File: config.mk
export PLATFORM = sky130hd
export DESIGN_NAME = div_unit
export DESIGN_NICKNAME = d
export VERILOG_FILES = /design/src/rtl/div_unit.sv
export SDC_FILE = /design/constraint.sdc
export NUM_CORES = 1
export LEC_CHECK = 0
export CAP_MARGIN = 40
export CORE_MARGIN = 2
export CORE_UTILIZATION = 60
export CTS_CLUSTER_SIZE = 12
export DETAILED_ROUTE_END_ITERATION = 16
export PLACE_DENSITY = 0.83
export SLEW_MARGIN = 15
export SYNTH_ARGS = -nofsm -noshare
export SYNTH_HDL_FRONTEND = slang
export SYNTH_SLANG_ARGS = --single-unit
File: constraint.sdc
create_clock -name clk -period 6.5 [get_ports clk]
set_input_delay 1.3 -clock clk [delete_from_list [all_inputs] [get_ports clk]]
set_output_delay 1.3 -clock clk [all_outputs]
set_load 0.02 [all_outputs]
File: src/rtl/div_unit.sv
// Multi-cycle radix-2 restoring divider for DIV/DIVU in EX; result is {remainder, quotient}.
// Optional build macro DIV_ZERO_FLAG_EN drives div_zero_o alongside ready_o for divide-by-zero.
module div_unit #(
  parameter int DATA_W = 32
) (
  input  logic                  clk,
  input  logic                  rst,
  input  logic                  signed_div_i,
  input  logic [DATA_W-1:0]     opdata1_i,
  input  logic [DATA_W-1:0]     opdata2_i,
  input  logic                  start_i,
  input  logic                  annul_i,
  output logic [2*DATA_W-1:0]   result_o,
  output logic                  ready_o,
  output logic                  div_zero_o,
  output logic [1:0]            dbg_state
);

  // Handshake: start_i is a level request held by EX; ready_o marks result_o valid and
  // both stay up until start_i drops, which returns the unit to FREE with outputs cleared.
  localparam int CNT_W = $clog2(DATA_W + 1);

  typedef enum logic [1:0] {
    FREE   = 2'd0,
    BYZERO = 2'd1,
    ON     = 2'd2,
    END    = 2'd3
  } state_e;

  state_e              state, state_next;
  logic [CNT_W-1:0]    cnt;
  logic [2*DATA_W:0]   work;
  logic [DATA_W-1:0]   divisor;
  logic                neg_q, neg_r;

  logic [DATA_W-1:0]   a_mag, b_mag;
  logic [2*DATA_W:0]   shifted, step_next;
  logic [DATA_W+1:0]   diff;
  logic [DATA_W-1:0]   q_raw, r_raw, q_fix, r_fix;

  assign dbg_state = state;

  always_comb begin
    a_mag = (signed_div_i && opdata1_i[DATA_W-1]) ? -opdata1_i : opdata1_i;
    b_mag = (signed_div_i && opdata2_i[DATA_W-1]) ? -opdata2_i : opdata2_i;
  end

  // One restoring step: shift, trial-subtract from the upper half, keep only if no borrow.
  always_comb begin
    shifted   = {work[2*DATA_W-1:0], 1'b0};
    diff      = {1'b0, shifted[2*DATA_W:DATA_W]} - {2'b00, divisor};
    step_next = diff[DATA_W+1] ? shifted
                               : {diff[DATA_W:0], shifted[DATA_W-1:1], 1'b1};
  end

  always_comb begin
    q_raw = work[DATA_W-1:0];
    r_raw = work[2*DATA_W-1:DATA_W];
    q_fix = neg_q ? -q_raw : q_raw;
    r_fix = neg_r ? -r_raw : r_raw;
  end

  always_comb begin
    state_next = state;
    case (state)
      FREE:   if (start_i && !annul_i) state_next = (opdata2_i == '0) ? BYZERO : ON;
      BYZERO: state_next = annul_i ? FREE : END;
      ON: begin
        if (annul_i)                          state_next = FREE;
        else if (cnt == CNT_W'(DATA_W - 1))   state_next = END;
      end
      END:    if (annul_i || !start_i) state_next = FREE;
      default: state_next = FREE;
    endcase
  end

  always_ff @(posedge clk) begin
    if (rst) state <= FREE;
    else     state <= state_next;
  end

`ifdef DIV_ZERO_FLAG_EN
  logic zero_flag;
`endif

  always_ff @(posedge clk) begin
    if (rst) begin
      cnt      <= '0;
      work     <= '0;
      divisor  <= '0;
      neg_q    <= 1'b0;
      neg_r    <= 1'b0;
      result_o <= '0;
      ready_o  <= 1'b0;
`ifdef DIV_ZERO_FLAG_EN
      zero_flag  <= 1'b0;
      div_zero_o <= 1'b0;
`endif
    end else begin
      case (state)
        FREE: begin
          result_o <= '0;
          ready_o  <= 1'b0;
`ifdef DIV_ZERO_FLAG_EN
          div_zero_o <= 1'b0;
`endif
          if (start_i && !annul_i) begin
            cnt <= '0;
`ifdef DIV_ZERO_FLAG_EN
            zero_flag <= (opdata2_i == '0);
`endif
            if (opdata2_i == '0) begin
              // Cleared working state makes the END load produce an all-zero result.
              work  <= '0;
              neg_q <= 1'b0;
              neg_r <= 1'b0;
            end else begin
              work    <= {{(DATA_W+1){1'b0}}, a_mag};
              divisor <= b_mag;
              neg_q   <= signed_div_i && (opdata1_i[DATA_W-1] ^ opdata2_i[DATA_W-1]);
              neg_r   <= signed_div_i && opdata1_i[DATA_W-1];
            end
          end
        end
        ON: begin
          work <= step_next;
          cnt  <= cnt + 1'b1;
        end
        END: begin
          if (annul_i || !start_i) begin
            result_o <= '0;
            ready_o  <= 1'b0;
`ifdef DIV_ZERO_FLAG_EN
            div_zero_o <= 1'b0;
`endif
          end else if (!ready_o) begin
            result_o <= {r_fix, q_fix};
            ready_o  <= 1'b1;
`ifdef DIV_ZERO_FLAG_EN
            div_zero_o <= zero_flag;
`endif
          end
        end
        default: ;
      endcase
    end
  end

`ifndef DIV_ZERO_FLAG_EN
  assign div_zero_o = 1'b0;
`endif

endmodule
==> impl_metrics.toml <==
[grt]
first_global_vias = 9283
grt_pass1_wl_mm = 47.5
grt_antenna_before_repair = 0
overflow = 0
grt_start_max_net_pins = 87
grt_usage_pct = 29.9

[route]
vias = 10500
antenna_left = 0
viasPerCell = 6.16
dr.pass1.iters = 5
wirelength_mm = 29.1
drt_iter0_drc = 925
routedWlPerCell_um = 17.1
remaining_drc_errors = 0

[floorplan]
die_w_um = 138
die_y_um = 138
num_rows = 49
core_um2 = 17800
pin_count = 137
dieArea_um2 = 19100
initial_core_util_pct = 60.6

[power_and_ir_drop]
peakVddDrop_mv = 0.414
leakage_nw = 4.97
swShare_pct = 46.5
seqPwrFrac_pct = 24.8
pwr-share-comb_pct = 59.7
p_int_w = 0.00326
clkPwrFrac_pct = 15.5
p_sw_w = 0.00283
p_per_area_nw_per_um2 = 476

[cells_and_area]
diodes = 0
drive_gt1_share_pct = 4.74
fin_area_um2 = 12800
syn_to_final_growth_pct = 18.2
fin_nets = 1575
layout_common_cells = "dfxtp_1, nor2_1, clkdlybuf4s50_1"
layout_commonest_cell = "dfxtp_1"

[sta]
fin_crit_sh_pct = 66.1
maxSlewHeadroom_pct = 40.1
hold_slack_ps = 453
period_needed_ps = 4300
rsz0062_at_grt = "false"
hold_viol = 0
tightest_slew_ps = 899
skew_ps = 13.8
slew_violations = 0
setup_ws_ps = 2200
setup_viol = 0
fmax_ghz = 0.233
setup_tns_ps = 0

[cts]
cts_max_level = 4
clock_latency_ps = 430
cts_sinks = 171
clk_path_buf_depth = 2
path_clk_slew_ps = 60
cts_buffers = 17
postCtsResizedCells = 0
cts_tree = "yes"
cts-root-buf = "clkbuf_16"
post_cts_buffers = 0
hold_buffers = 0

[setup_path]
critPathSlowestCell = "o31a_1"
path_cells = "ha_1, a21oi_2, o211ai_1, a221o_1, or4_1, a211oi_2, o31a_1, buf_4, nand2b_1, o21ai_0"
r2r_start = "work[45]"
startpoint = "work[45]"
worstPathArrival_ps = 4600
endpoint_kind = "flip-flop"
critical_path.top_delay_family = "compound AO/OA/AOI/OAI gates"
start_kind = "flip-flop"
crit_path_max_incr_delay_ps = 750
crit_path_max_fanout = 20
regToRegSetupSlack_ps = 2200
cp.required_ps = 6800
critPathBufInv = 1
critPathKind = "flip-flop to flip-flop"

[placement]
gp_congestion = 0.933
dp_slack_ps = 2030
dpl_cell_area_um2 = 12200
io_buffer_count = 135
dp_hpwl_mm = 21.8

[hold_path]
hold_class = "flip-flop to flip-flop"
hold_start = "divisor[16]"

[run_status]
status = "complete, no violations"

[synth]
ys_ff_latch = 171
async_flop_share_pct = 0
synth.distinct_cells = 68
syn_avg_cell_area_um2 = 7.81
synth_top_area_cell = "dfxtp_1"
seq_area_frac_synth_pct = 31.7
synth_area_um2 = 10800
syn-num-nets = 1495
synth_top_area_share_pct = 31.7
synthTopCellsByArea = "dfxtp_1, xnor2_1, xor2_1"
synth_edf_count = 0
ys_warn_count = 0
syn_inst = 1385
yosys_most_used_dff = "dfxtp_1"

[job]
drv_cap = 0
[cells by family after synthesis]
| group | count (synthesis) | synth area share, % |
|---|---|---|
| and+or+nand+nor | 466 | 20.1 |
| AOI/OAI and AO/OA | 391 | 24.1 |
| DFF | 171 | 31.7 |
| xor gates and xnor gates | 148 | 12.0 |
| buffers and inverters | 146 | 5.39 |
| adders and majority gates | 41 | 4.81 |
| muxes | 21 | 1.97 |
| other | 1 | 0.0347 |
[through the flow]
stage                     power [W]  util, %  instances
final                       0.00609     71.6       1707
after global routing        0.00654     71.6       1707
after CTS                   0.00602     71.6       1707
after detailed placement    0.00507     68.5       1675
after global placement      0.00498     68.3       1671
after floorplan             0.00434        -       1385
[registers in the layout, indices dropped and copies added, names as in the netlist]
register / count
neg_r: 1
divisor: 32
ready_o: 1
dbg_state: 2
cnt: 6
neg_q: 1
result_o: 64
work: 64
[tightest hold or removal path, cell delays in order (launching register included)]
cell and delay, ps:
dfxtp_1 310, nand2_1 50, a21oi_1 50
[layout make-up]
cell class / instances / area, um2
fillers: 1464 / 5060
flip-flops and latches: 171 / 3420
inverters: 58 / 218
clock inverters: 8 / 61.3
repair buffers: 149 / 1480
clock buffers: 24 / 492
multi-input cells: 1068 / 6830
well taps: 229 / 287
[Yosys cell counts (all sizes together) (29+ instances only)]
cell type / number
dfxtp: 171
nor2: 160
nand2: 131
o21ai: 104
clkbuf: 79
xnor2: 77
xor2: 71
a21oi: 65
inv: 57
nor3: 41
ha: 40
a22oi: 35
a211oi: 33
a221oi: 29
o31ai: 29
[power groups by stage]
stage / Sequential (W) / Combinational (W) / Clock [W]
after floorplan: 0.00141 / 0.00292 / 0
after global placement: 0.00150 / 0.00348 / 0
after detailed placement: 0.00151 / 0.00355 / 0
after CTS: 0.00149 / 0.00357 / 0.000953
after global routing: 0.00153 / 0.00401 / 0.000997
final: 0.00151 / 0.00363 / 0.000947
[metal layers]
metal  GRT usage, %  wire [um]
met3           5.61       2330
met2           43.0      12200
met1           45.9      14000
met5              0          0
met4           7.73        567
[final timing paths]
| path | endpoint | cells past startpoint |
|---|---|---|
| setup reg to reg | work[61] | 10 |
| setup / recovery | work[61] | 10 |
| hold / removal | divisor[16] | 2 |
| hold reg to reg | divisor[16] | 2 |
Note: power is estimated with default switching activity, not from simulation.
